**src/rtl/imem_loader_pkg.sv**
```systemverilog
// +-----------------------------------------------------------------------------
// | imem_loader_pkg: shared types and constants for the instruction-memory loader.
// | Rev 1.0
// +-----------------------------------------------------------------------------
`default_nettype none

package imem_loader_pkg;

  localparam int IMEM_DEPTH = 64;
  localparam int LEN_W      = 16;

  typedef enum logic [2:0] {
    IDLE = 3'd0,
    LEN0 = 3'd1,
    LEN1 = 3'd2,
    DATA = 3'd3,
    CHK  = 3'd4,
    DONE = 3'd5,
    ERR  = 3'd6
  } loader_state_t;

endpackage

`default_nettype wire

```
**src/rtl/word_assembler.sv**
```systemverilog
// +-----------------------------------------------------------------------------
// | word_assembler: packs four stream bytes, low byte first, into a 32-bit word.
// | Rev 1.0
// +-----------------------------------------------------------------------------
`default_nettype none

module word_assembler (
  input  logic        clk,
  input  logic        reset,
  input  logic        clear,
  input  logic        byte_en,
  input  logic [7:0]  byte_in,
  output logic [31:0] word,
  output logic        word_complete
);

  logic [1:0]  r_idx;
  logic [23:0] r_shift;

  // The 4th byte is merged combinationally so the word is available on its accepting edge.
  assign word          = {byte_in, r_shift};
  assign word_complete = byte_en && (r_idx == 2'd3);

  always_ff @(posedge clk) begin
    if (reset || clear) begin
      r_idx   <= 2'd0;
      r_shift <= 24'd0;
    end else if (byte_en) begin
      r_idx   <= r_idx + 2'd1;
      r_shift <= {byte_in, r_shift[23:8]};
    end
  end

endmodule

`default_nettype wire

```
**src/rtl/imem_loader.sv**
```systemverilog
// +-----------------------------------------------------------------------------
// | imem_loader: parses a length-prefixed byte stream into instruction-memory writes
// | and holds the CPU in reset until the image is complete. Option: IMEM_LOADER_CHECKSUM_EN.
// | Rev 1.0
// +-----------------------------------------------------------------------------
`default_nettype none

module imem_loader
  import imem_loader_pkg::*;
#(
  parameter int DEPTH  = IMEM_DEPTH,
  parameter int ADDR_W = $clog2(DEPTH)
) (
  input  logic              clk,
  input  logic              reset,
  input  logic              start,
  input  logic              byte_valid,
  input  logic [7:0]        byte_data,
  output logic              byte_ready,
  output logic              wr_en,
  output logic [ADDR_W-1:0] wr_addr,
  output logic [31:0]       wr_data,
  output logic              busy,
  output logic              done,
  output logic              err,
  output logic              cpu_hold
);

  localparam logic [LEN_W-1:0] c_depth = LEN_W'(DEPTH);

  loader_state_t     r_state;
  logic [LEN_W-1:0]  r_len;
  logic [ADDR_W:0]   r_word_cnt;
`ifdef IMEM_LOADER_CHECKSUM_EN
  logic [7:0]        r_csum;
`endif

  logic              w_accept;
  logic              w_start_ok;
  logic [LEN_W-1:0]  w_len;
  logic              w_len_bad;
  logic [ADDR_W:0]   w_next_cnt;
  logic              w_last_word;
  logic              w_asm_en;
  logic [31:0]       w_word;
  logic              w_word_complete;

  assign w_accept    = byte_valid && byte_ready;
  assign w_start_ok  = start && (r_state == IDLE || r_state == DONE || r_state == ERR);
  assign w_len       = {byte_data, r_len[7:0]};
  assign w_len_bad   = (w_len == '0) || (w_len > c_depth);
  assign w_next_cnt  = r_word_cnt + 1'b1;
  assign w_last_word = (LEN_W'(w_next_cnt) == r_len);
  assign w_asm_en    = w_accept && (r_state == DATA);

  word_assembler u_word_assembler (
    .clk           (clk),
    .reset         (reset),
    .clear         (w_start_ok),
    .byte_en       (w_asm_en),
    .byte_in       (byte_data),
    .word          (w_word),
    .word_complete (w_word_complete)
  );

  always_ff @(posedge clk) begin
    if (reset) begin
      r_state    <= IDLE;
      r_len      <= '0;
      r_word_cnt <= '0;
`ifdef IMEM_LOADER_CHECKSUM_EN
      r_csum     <= 8'd0;
`endif
      byte_ready <= 1'b0;
      wr_en      <= 1'b0;
      wr_addr    <= '0;
      wr_data    <= 32'd0;
      busy       <= 1'b0;
      done       <= 1'b0;
      err        <= 1'b0;
      cpu_hold   <= 1'b1;
    end else begin
      wr_en <= 1'b0;
      case (r_state)
        IDLE, DONE, ERR: begin
          if (start) begin
            r_state    <= LEN0;
            r_word_cnt <= '0;
`ifdef IMEM_LOADER_CHECKSUM_EN
            r_csum     <= 8'd0;
`endif
            byte_ready <= 1'b1;
            busy       <= 1'b1;
            done       <= 1'b0;
            err        <= 1'b0;
            cpu_hold   <= 1'b1;
          end
        end
        LEN0: begin
          if (w_accept) begin
            r_len[7:0] <= byte_data;
            r_state    <= LEN1;
          end
        end
        LEN1: begin
          if (w_accept) begin
            r_len <= w_len;
            if (w_len_bad) begin
              r_state    <= ERR;
              err        <= 1'b1;
              busy       <= 1'b0;
              byte_ready <= 1'b0;
            end else begin
              r_state <= DATA;
            end
          end
        end
        DATA: begin
`ifdef IMEM_LOADER_CHECKSUM_EN
          if (w_accept) r_csum <= r_csum ^ byte_data;
`endif
          if (w_word_complete) begin
            wr_en      <= 1'b1;
            wr_addr    <= r_word_cnt[ADDR_W-1:0];
            wr_data    <= w_word;
            r_word_cnt <= w_next_cnt;
            if (w_last_word) begin
`ifdef IMEM_LOADER_CHECKSUM_EN
              r_state    <= CHK;
`else
              r_state    <= DONE;
              done       <= 1'b1;
              cpu_hold   <= 1'b0;
              busy       <= 1'b0;
              byte_ready <= 1'b0;
`endif
            end
          end
        end
`ifdef IMEM_LOADER_CHECKSUM_EN
        CHK: begin
          if (w_accept) begin
            busy       <= 1'b0;
            byte_ready <= 1'b0;
            if (byte_data == r_csum) begin
              r_state  <= DONE;
              done     <= 1'b1;
              cpu_hold <= 1'b0;
            end else begin
              r_state  <= ERR;
              err      <= 1'b1;
            end
          end
        end
`endif
        default: begin
          r_state    <= IDLE;
          byte_ready <= 1'b0;
          busy       <= 1'b0;
        end
      endcase
    end
  end

endmodule

`default_nettype wire

```
**config.mk**
```make
export PLATFORM = sky130hd
export DESIGN_NAME = imem_loader
export DESIGN_NICKNAME = d
export VERILOG_FILES = /design/src/rtl/imem_loader_pkg.sv /design/src/rtl/word_assembler.sv /design/src/rtl/imem_loader.sv
export SDC_FILE = /design/constraint.sdc
export NUM_CORES = 1
export LEC_CHECK = 0
export ABC_CLOCK_PERIOD_IN_PS = 5400
export CAP_MARGIN = 20
export CORE_MARGIN = 2
export CORE_UTILIZATION = 54
export CTS_CLUSTER_SIZE = 20
export DETAILED_ROUTE_END_ITERATION = 16
export PLACE_DENSITY = 0.85
export SYNTH_ARGS = -nofsm -noshare
export SYNTH_HDL_FRONTEND = slang
export SYNTH_HIERARCHICAL = 1
export SYNTH_SLANG_ARGS = --single-unit
```
**constraint.sdc**
```tcl
create_clock -name clk -period 5.4 [get_ports clk]
set_input_delay 0.81 -clock clk [delete_from_list [all_inputs] [get_ports clk]]
set_output_delay 0.81 -clock clk [all_outputs]
set_load 0.05 [all_outputs]
```
=== After elaboration in Yosys (flattened, before gate mapping) ===
Index checks and enable logic that the tools add are counted.

* Register bits after elaboration: 95
* Input bits: 12

* Eq/ne operators: 13
* $lt $le $gt $ge: 1
* Bitwise operators: 3
* Multiplexer cells: 27
* Add/subtract/negate cells: 2
* Reductions and logical operators: 22

{| class="wikitable"
|+ Operators with widths
! cell !! count
|-
| 3-bit two-way mux || 6
|-
| 7-bit by 16-bit equality test with 1-bit output || 1
|-
| 16-bit by 7-bit > comparator with 1-bit output, second input constant || 1
|-
| 16-bit logical NOT || 1
|-
| 8-bit one-hot mux with 2 select lines || 1
|-
| 7-bit two-way mux || 2
|-
| 7-bit one-hot mux with 2 select lines || 1
|-
| 3-bit one-hot mux with 4 select lines || 1
|-
| 1-bit two-way mux || 11
|-
| 2-bit != test, second input constant || 5
|-
| 8-bit two-way mux || 1
|-
| 4-bit AND reduction || 2
|-
| 7-bit by 1-bit adder with 7-bit output, second input constant || 1
|-
| 3-bit by 2-bit equality test with 1-bit output, second input constant || 2
|-
| 3-bit equality test, second input constant || 2
|-
| 1-bit one-hot mux with 2 select lines || 3
|-
| 3-bit AND reduction || 2
|-
| 6-bit AND reduction || 1
|-
| 5-bit AND reduction || 1
|-
| 1-bit logical AND || 4
|-
| 1-bit logical OR || 4
|-
| 1-bit one-hot mux with 4 select lines || 1
|-
| 2-bit AND reduction || 2
|-
| 2-bit nonzero test || 2
|-
| 8 further kinds || 10
|}

=== Longest topological paths before layout ===
* Word-level depth: 5
* Mapped depth: 13

=== By module ===
The synthesis kept the hierarchy.

{| class="wikitable"
|+ Modules (own cells, without submodules)
! module !! seq. area each (um^2) !! instances !! area an instance (um^2) !! cells each
|-
| imem_loader || 1381.3 || 1 || 3021.6 || 366
|-
| word_assembler || 520.5 || 1 || 1039.7 || 95
|}

=== Worst setup path after synthesis ===
OpenSTA, ideal clock, no wires.

* Path type: register to register
* From: register r_state[0]
* To: register wr_addr[0]
* Clock period less this slack: 2.501 ns
* Arrival: 2.431 ns
* Buffers on the path: 7
* Required time: 5.330 ns
* Cell stages (with the launch flop): 14
* Slack: 2.899 ns
* Setup time: 0.070 ns
* Cells stage by stage: dfxtp_1 > buf_6 > clkbuf_1 > nand3_1 > nor2_1 > buf_6 > buf_6 > and2_1 > and2_1 > clkbuf_1 > buf_2 > buf_2 > nand2_1 > a21oi_1

* Word-level cells in the longest chain between the ends: 4

{| class="wikitable"
|+ RTL lines
! item !! RTL line !! source
|-
| from (decl) || imem_loader.sv:31 || <nowiki>loader_state_t r_state;</nowiki>
|-
| from (signal assigned) || imem_loader.sv:68 || <nowiki>r_state <= IDLE;</nowiki>
|-
| from (signal assigned) || imem_loader.sv:87 || <nowiki>r_state <= LEN0;</nowiki>
|-
| from (signal assigned) || imem_loader.sv:102 || <nowiki>r_state <= LEN1;</nowiki>
|-
| 3-bit by 2-bit equality test with 1-bit output || imem_loader.sv:54 || <nowiki>assign w_asm_en = w_accept && (r_state == DATA);</nowiki>
|-
| 1-bit logical AND || imem_loader.sv:54 ||
|-
| net w_asm_en || imem_loader.sv:44 || <nowiki>logic w_asm_en;</nowiki>
|-
| 1-bit logical AND || word_assembler.sv:22 || <nowiki>assign word_complete = byte_en && (r_idx == 2'd3);</nowiki>
|-
| net w_word_complete || imem_loader.sv:46 || <nowiki>logic w_word_complete;</nowiki>
|-
| 2-bit AND reduction (no source line) || n/a ||
|-
| to (signal assigned) || imem_loader.sv:124 || <nowiki>wr_addr <= r_word_cnt[ADDR_W-1:0];</nowiki>
|-
| to (decl) || imem_loader.sv:21 || <nowiki>output logic [ADDR_W-1:0] wr_addr,</nowiki>
|}

The timed path passes the listed nets, and every way through them passes these cells.
A chain may end at the register's enable or synchronous reset.

=== Worst setup path after layout ===
* From: register r_state[0]
* To: register cpu_hold

* Word-level cells in the longest chain between the ends: 5

{| class="wikitable"
|+ RTL lines
! item !! RTL line !! source
|-
| 3-bit by 2-bit equality test with 1-bit output || imem_loader.sv:54 ||
|-
| 1-bit logical AND || imem_loader.sv:54 ||
|-
| net w_asm_en || imem_loader.sv:44 ||
|-
| 1-bit logical AND || word_assembler.sv:22 ||
|-
| net w_word_complete || imem_loader.sv:46 ||
|-
| 2-bit by 1-bit != test with 1-bit output (no source line) || n/a ||
|-
| 4-bit AND reduction (no source line) || n/a ||
|-
| to (signal assigned) || imem_loader.sv:81 || <nowiki>cpu_hold <= 1'b1;</nowiki>
|-
| to (signal assigned) || imem_loader.sv:96 || <nowiki>cpu_hold <= 1'b1;</nowiki>
|-
| to (signal assigned) || imem_loader.sv:133 || <nowiki>cpu_hold <= 1'b0;</nowiki>
|-
| to (decl) || imem_loader.sv:26 || <nowiki>output logic cpu_hold</nowiki>
|}

The timed path passes the listed nets, and every way through them passes these cells.

==> out/metrics.cfg <==
[timing]
finalSetupTns_ps = 0
fin_crit_sh_pct = 64.3
finalSetupViolCount = 0
post-route-min-period_ps = 3470
skew_ps = 5.67
maxSlewHeadroom_pct = 36.3
finalHoldViolations = 0
worst_pin_slew_ps = 956
max_freq_mhz = 288
maxSlewViolCount = 0
grt_setup_unrepaired = no

[cts]
clock_sinks = 95
htree_levels = 3
root_buffer = clkbuf_8
clockBufferDepth = 2
path_clk_slew_ps = 90
cts_hold_buf = 0
cts_tree = done
cts_buffers = 9
insertion_delay_ps = 360
post_cts_resized = 0
post_cts_buffers = 0

[die]
fp.dieArea_um2 = 8230
io_pins = 56
start_util_pct = 56.0
rows = 31
die_w_um = 90.7
die_y_um = 90.7
core_um2 = 7250

[final_layout]
final_net_count = 506
stdcell_area_um2 = 4710
drive_gt1_share_pct = 6.65
antenna_cells = 0
synthToLayoutAreaGrowth_pct = 15.9
finalNonFillerCells = 595
num-fill-cells = 610

[setup_path]
setup.worst_path.class = register to register
crit_path_start_kind = register
cp_max_fo = 27
cp-end-kind = register
crit_arrival_ps = 3730
crit_required_ps = 5660

[route]
route.antenna.remaining_nets = 0
first_pass_iters = 4
finalWirelength_mm = 8.81
dr_total_vias = 3203
drc = 0
drt_iter0_drc = 185
wl_per_cell_um = 14.8
vias_per_cell = 5.38

[synthesis]
ys_types = 57
ys_ff_latch = 95
avgSynthCellArea_um2 = 8.81
synth_area_leaders = dfxtp_1 47%, mux2i_1 9.9%, nand2_1 8.4%
ys.flop_type = dfxtp_1
synthDominantCellAreaShare_pct = 46.8
async_reset_ff_share_pct = 0
yosysTopAreaCell = dfxtp_1
ys_seq_area_share_pct = 46.8
synthCells = 461
yosysWarnings = 6
synth.net_count = 475
syn_area_um2 = 4060
synth_edf_count = 0

[global_route]
antenna_found_initial = 0
grtUsageTotal_pct = 21.8
grt_max_degree = 71
grt_pass1_wl_mm = 14.5
overflow = 0
first_global_vias = 3030

[place]
routabilityCongestion = 0.858
place_area_um2 = 4490
hpwl_mm = 5.97
io_buffers = 55
dp.cells = 579

[pwr]
p_leak_nw = 1.55
ir_worst_vdd_v = 0.000191
comb_power_share_pct = 14.2
switching_share_pct = 28.0
seqPwrFrac_pct = 52.5
power.switching_uw = 398
internal-power_mw = 1.02
total_power_mw = 1.42
power.density_nw_per_um2 = 302
clockPowerShare_pct = 33.3

[worst_hold_path]
holdCritPathClass = register to register

[run_status]
status = finished, final reports clean

[run]
drv_cap = 0

==> through the flow <==
stage | utilization (%) | setup WS, ps | hold WS [ps]
floorplan | - | 2900 | 431
global placement | 61.9 | 1790 | 442
detailed placement | 61.9 | 1660 | 448
CTS | 64.6 | 1920 | 460
global route | 64.9 | 1600 | 478
finish | 64.9 | 1930 | 456
==> cell usage in the layout, fill, tap and decap left out, drive strengths merged, types with 3 or more instances in the layout <==
master and count:
nor2 58, and2 4, nor3 4, nand2 92, nand3 7, or4 4, clkdlybuf4s50 54, xor2 5
dfxtp 95, o21ai 5, inv 5, xnor2 6, clkbuf 11, buf 7, a211oi 3, nand3b 5
nor4 3, mux2i 40, a21oi 52
==> power by group through the flow <==
stage	clock network, mW	registers, mW	logic [mW]
2_1_floorplan	0	0.749	0.193
3_3_place_gp	0	0.761	0.196
3_5_place_dp	0	0.761	0.198
4_1_cts	0.480	0.745	0.200
5_1_grt	0.504	0.750	0.220
6_report	0.473	0.745	0.202
==> cells by family (layout without fill, tap and decap cells) <==
logic type | Yosys count | count (layout) | synth area share, %
buffers and inverters | 45 | 80 | 7.27
DFF | 95 | 95 | 46.8
xor gates and xnor gates | 11 | 11 | 2.37
adders and majority gates | 2 | 2 | 0.616
muxes | 42 | 42 | 10.4
and+or+nand+nor | 188 | 188 | 20.4
AOI/OAI and AO/OA | 78 | 78 | 12.1
==> worst max-delay path: stages, from the launching register on <==
cell,delay [ps]
dfxtp_1,660
nand3_1,380
nor2_2,190
buf_4,400
and2_1,340
and2_1,810
nand4_1,230
a211o_1,350
==> final timing paths <==
kind                            slack (ps)  cells past startpoint         end       start
worst max-delay path                  1930                      7    cpu_hold  r_state[0]
worst min-delay path                   460                      2  wr_addr[2]  wr_addr[2]
worst max register to register        1930                      7    cpu_hold  r_state[0]
worst min register to register         460                      2  wr_addr[2]  wr_addr[2]
==> flip-flops by register name, indices dropped and copies added (netlist names) <==
register / count
wr_data: 32
u_word_assembler/r_shift: 24
r_len: 16
r_word_cnt: 7
wr_addr: 6
r_state: 3
u_word_assembler/r_idx: 2
busy: 1
cpu_hold: 1
done: 1
err: 1
wr_en: 1
==> routing by layer <==
layer,routed length [um],vias to the layer above,track usage [%]
met4,173,0,7.82
met3,349,16,4.67
met2,4280,75,36.8
li1,-,1599,-
met1,4020,1513,27.5
met5,0,-,0
==> synthesized netlist by cell type, types with 4 or more instances <==
cell      number
dfxtp_1       95
nand2_1       91
nor2_1        57
a21oi_1       51
mux2i_1       40
clkbuf_1      15
buf_4         10
buf_6          8
nand3_1        7
xnor2_1        6
buf_2          5
nand3b_1       5
xor2_1         5
and2_1         4
nor3_1         4
==> layout make-up <==
cell class	count	area, um^2	area share (%)
timing repair buffer	61	603	12.8
inverter	4	15.0	0.319
clock buffer	11	141	3.00
tap	99	124	2.63
sequential	95	1900	40.4
multi-input combinational	321	1870	39.7
clock inverter	4	55.1	1.17
(Power assumes the default switching activity.)
==> RTL edit 1, RTL diff (same flow settings) <==
Add a define of `IMEM_LOADER_CHECKSUM_EN`.
--- a/src/rtl/imem_loader.sv
+++ b/src/rtl/imem_loader.sv
@@ -6,2 +6,4 @@
 `default_nettype none
+
+`define IMEM_LOADER_CHECKSUM_EN
 
Function: changed (Yosys sat finds a counterexample within 10 cycles, from zero or initial values and one cycle with reset high).
==> RTL edit 1 against the unedited design <==
Wire length up 13%; sequential power up 9.7%; cell area up 7.4%; clock power down 2%; fmax up 1.3%; sequential cell count up 8; count of clock-buffer cells in the layout down 2; total power up 8.1%; setup slack better by 0.045 ns; sequential share of layout area up 0.39 points; area after synthesis up 9.4%; critical path type unchanged.
==> RTL edit 1: results (changes against the unedited design) <==
[outcome]
status = finished clean

[logic_synthesis]
synth-compound-area-share_pct = 12.5  ; +0.42 points
ys_warn_count = 6  ; unchanged
yosys.area_share.adder_pct = 0.563  ; -0.053 points
synth.area.top_cells = dfxtp_1 46%, mux2i_1 9.5%, nand2_1 7.2%
ys_types = 51  ; -11%
postSynthAreaPerCell_um2 = 8.70  ; -1.3%
synth.area.mux_share_pct = 9.46  ; -0.95 points
ys_seq_area_share_pct = 46.4  ; -0.43 points
yosys-top-cells-count = 103 x dfxtp_1, 85 x nand2_1, 62 x nor2_1
synth_xor_area_share_pct = 3.94  ; +1.6 points
syn-num-nets = 525  ; +11%

[global_routing]
first_global_vias = 3498  ; +15%
grt_max_degree = 82  ; +15%
grt_pass1_wl_mm = 16.6  ; +14%
grt_util_met1_pct = 29.5  ; +2.0 points
met2_usage_pct = 39.0  ; +2.3 points
grt_usage_pct = 23.5  ; +1.7 points
met3_usage_pct = 4.07  ; -0.60 points

[place]
dp_cells = 635  ; +9.7%
place_hpwl_mm = 6.60  ; +11%
gp_congestion = 0.887  ; +3.3%
preCtsSetupSlack_ns = 1.67  ; +0.00535 ns

[final_layout]
fin_cells = 651  ; +9.4%
antenna_cells = 0  ; unchanged
n_fill_cell = 678  ; +11%
nets = 555  ; +9.7%
layout-drive-gt1-share_pct = 4.58  ; -2.1 points

[routing]
via_count = 3621  ; +13%
drt_iter0_drc = 271  ; +46%
routed_wl_mm = 9.92  ; +13%

[clock_network]
clock_latency_ns = 0.38  ; +0.02 ns

[pwr]
peakVddDrop_mv = 0.172  ; -10%
p_leak_nw = 1.72  ; +11%

[worst_hold_path]
timing.hold.worst.class = flop to flop

[setup_path]
crit_fanout = 26  ; -3.7%
critPathMaxStageDelay_ns = 0.60  ; -0.21 ns
slowest_stage = dfxtp_1

[timing]
skew_ns = 0.00989  ; +0.00423 ns
slew_headroom_pct = 25.3  ; -11 points

==> RTL edit 1: power by group <==
part / switching (mW) / leakage, nW / total [mW] / internal [mW]
registers: 0.0389 / 0.830 / 0.817 / 0.778
logic: 0.167 / 0.794 / 0.255 / 0.0882
clock network: 0.284 / 0.0938 / 0.462 / 0.178
==> RTL edit 1: kinds of logic (layout without fill, tap and decap cells) <==
kind of cell    count (synthesis)  after routing
mux                            42             42
fa+ha+maj                       2              2
buf+inv                        44             79
compound gates                100            100
xor+xnor                       20             20
flops                         103            103
simple gates                  200            200
==> RTL edit 1: area by class of cell <==
class / count / area [µm²] / share of cell area, %
Inverter: 4 / 15.0 / 0.297
Sequential cell: 103 / 2060 / 40.8
Tap cell: 105 / 131 / 2.60
Timing Repair Buffer: 59 / 576 / 11.4
Multi-Input combinational cell: 364 / 2080 / 41.2
Clock inverter: 7 / 65.1 / 1.29
Clock buffer: 9 / 124 / 2.45
==> RTL edit 1: path summary, 6_finish.rpt <==
| path | from | to | slack (ns) | cells past startpoint |
|---|---|---|---|---|
| worst max-delay path | r_state[1]$_SDFFE_PP0P_ | r_word_cnt[3]$_SDFFE_PP0P_ | 1.97 | 8 |
| worst min-delay path | wr_addr[1]$_SDFFE_PP0P_ | wr_addr[1]$_SDFFE_PP0P_ | 0.46 | 2 |
| worst max register to register | r_state[1]$_SDFFE_PP0P_ | r_word_cnt[3]$_SDFFE_PP0P_ | 1.97 | 8 |
| worst min register to register | wr_addr[1]$_SDFFE_PP0P_ | wr_addr[1]$_SDFFE_PP0P_ | 0.46 | 2 |
==> RTL edit 1: per-stage QoR <==
stage | cell area [µm²] | utilization [%]
3_5_place_dp | 4870 | 60.1
5_1_grt | 5050 | 62.5
2_1_floorplan | 4440 | -
3_3_place_gp | 4870 | 60.1
4_1_cts | 5050 | 62.5
6_report | 5050 | 62.5
==> RTL edit 1: routing by layer <==
layer,share of wire (%),vias up
li1,-,1784
met1,44,1714
met2,50,96
met3,3.8,27
met4,3.0,0
met5,0,-
==> RTL edit 1: tightest hold or removal path: cells and delay by family, from the launching register on <==
kind / cells / cell delay [ns]
and+or+nand+nor: 1 / 0.05
AOI/OAI and AO/OA: 1 / 0.05
DFF: 1 / 0.32
==> RTL edit 2, RTL diff (same settings) <==
Made on the original files. The 7 states of `loader_state_t` get a one-hot encoding in 7 bits.
--- a/src/rtl/imem_loader_pkg.sv
+++ b/src/rtl/imem_loader_pkg.sv
@@ -11,10 +11,10 @@
 
-  typedef enum logic [2:0] {
-    IDLE = 3'd0,
-    LEN0 = 3'd1,
-    LEN1 = 3'd2,
-    DATA = 3'd3,
-    CHK  = 3'd4,
-    DONE = 3'd5,
-    ERR  = 3'd6
+  typedef enum logic [6:0] {
+    IDLE = 7'b0000001,
+    LEN0 = 7'b0000010,
+    LEN1 = 7'b0000100,
+    DATA = 7'b0001000,
+    CHK  = 7'b0010000,
+    DONE = 7'b0100000,
+    ERR  = 7'b1000000
   } loader_state_t;
Check against the original RTL: no difference found for any inputs over 10 cycles, from zero or initial values and one cycle with reset high; not proved beyond that.
==> RTL edit 2 against the unedited design <==
Sequential cell count up 3; wire length down 1.1%; cell area up 1.1%; clock skew up 0.0011 ns; synthesized cell count up 0.22%; area after synthesis down 0.34%; setup slack better by 0.011 ns; critical path depth up 3; critical endpoint is now wr_data[1]$_SDFFE_PP0P_; largest cell class unchanged.
Power is not compared: it rests on default switching activity, and its combinational part moved more than twofold at a synthesized area within 25%.
==> RTL edit 2: results (changes against the unedited design) <==
[global_routing]
grt_max_degree = 75  ; +5.6%
grt_pass1_wl_mm = 14.5  ; about the same
grt_usage_pct = 21.5  ; -0.35 points
first_global_vias = 3165  ; +4.5%

[place]
preCtsSetupSlack_ns = 1.68  ; +0.0120 ns
gp_congestion = 0.839  ; -2.3%
place_hpwl_mm = 5.95  ; -0.24%
dp_cells = 585  ; +1.0%

[setup_path]
slowest_stage = nor2_2
critPathMaxStageDelay_ns = 0.76  ; -0.05 ns
worstPathArrival_ns = 3.74  ; about the same
crit_fanout = 27  ; unchanged

[routing]
dr.pass1.iters = 4  ; unchanged
viasPerCell = 5.42  ; +0.64%
drt_iter0_drc = 153  ; -17%
routed_wl_mm = 8.71  ; -1.1%

[final_layout]
layout-drive-gt1-share_pct = 5.38  ; -1.3 points
fin_cells = 601  ; +1.0%
nets = 511  ; +0.99%
reg.largest.list = wr_data (32), u_word_assembler/r_shift (24), r_len (16)

[timing]
slew_headroom_pct = 35.7  ; -0.62 points
skew_ns = 0.00681  ; +0.00114 ns

[logic_synthesis]
yosys-top-cells-count = 98 x dfxtp_1, 85 x nand2_1, 56 x nor2_1
synthCells = 462  ; +0.22%
ys_warn_count = 6  ; unchanged
synth.area.top_cells = dfxtp_1 48%, mux2i_1 10%, nand2_1 7.9%
syn-num-nets = 476  ; +0.21%
ys_seq_area_share_pct = 48.5  ; +1.6 points
synth-main-ff-cell = dfxtp_1
ys_types = 45  ; -21%

[pwr]
peakVddDrop_mv = 0.234

[clock_network]
cts-resized-gates = 0  ; unchanged
cts_setup_buffers = 0  ; unchanged
clock_latency_ns = 0.35
cts_buffers = 9  ; unchanged

[outcome]
status = finished clean

-- RTL edit 2: changes by cell type in the layout (fill, tap and decap cells not counted), moves of 3 or more --
cell      change
o21ai_0       +4
a21oi_1       +3
or4_1         +4
nand2_1       -6
dfxtp_1       +3
nand3b_1      -3
-- RTL edit 2: power by group --
| group | leakage (nW) | internal, mW | switching [mW] |
|---|---|---|---|
| combinational | 0.681 | 0.0307 | 0.0633 |
| clock | 0.113 | 0.310 | 0.250 |
| sequential | 0.790 | 0.727 | 0.00612 |
-- RTL edit 2: logic make-up after synthesis --
group | synth area share, %
buffers and inverters | 6.27
xor gates and xnor gates | 2.16
muxes | 10.4
AOI/OAI and AO/OA | 10.5
and+or+nand+nor | 21.6
DFF | 48.5
adders and majority gates | 0.618
-- RTL edit 2: final cells by class --
type                       count  area (µm²)
clock buffer                  10         128
fill                         609        2490
sequential                    98        1960
inverter                       5        18.8
multi-input combinational    324        1840
clock inverter                 6         114
timing repair buffer          59         576
tap                           99         124
-- RTL edit 2: per-layer routing --
metal  up-vias  global-route usage [%]  part of all wire, %
li1       1623                       -                    -
met1      1550                    26.3                   44
met2        75                    37.1                   51
met3         8                    4.42                  4.0
met4         0                    7.95                  1.2
met5         -                       0                    0
-- RTL edit 2: stage by stage --
stage / cell area, µm² / power (mW)
2_1_floorplan: 4050 / 0.824
3_3_place_gp: 4520 / 0.841
3_5_place_dp: 4520 / 0.842
4_1_cts: 4760 / 1.40
5_1_grt: 4760 / 1.44
6_report: 4760 / 1.39
-- RTL edit 2: worst paths after layout --
check             cells past startpoint                       to                                     start  slack (ns)
setup / recovery                     10  wr_data[1]$_SDFFE_PP0P_                   r_state[1]$_SDFFE_PP0P_        1.94
hold / removal                        2  wr_data[2]$_SDFFE_PP0P_  u_word_assembler/r_shift[2]$_SDFFE_PP0P_        0.45
setup reg to reg                     10  wr_data[1]$_SDFFE_PP0P_                   r_state[1]$_SDFFE_PP0P_        1.94
hold reg to reg                       2  wr_data[2]$_SDFFE_PP0P_  u_word_assembler/r_shift[2]$_SDFFE_PP0P_        0.45
-- RTL edit 2: worst reg2reg max path: cells and delay by family, from the launching register on --
kind,cells,cell delay [ns]
compound gates,1,0.14
buf+inv,3,0.86
flops,1,0.36
simple gates,6,2.04
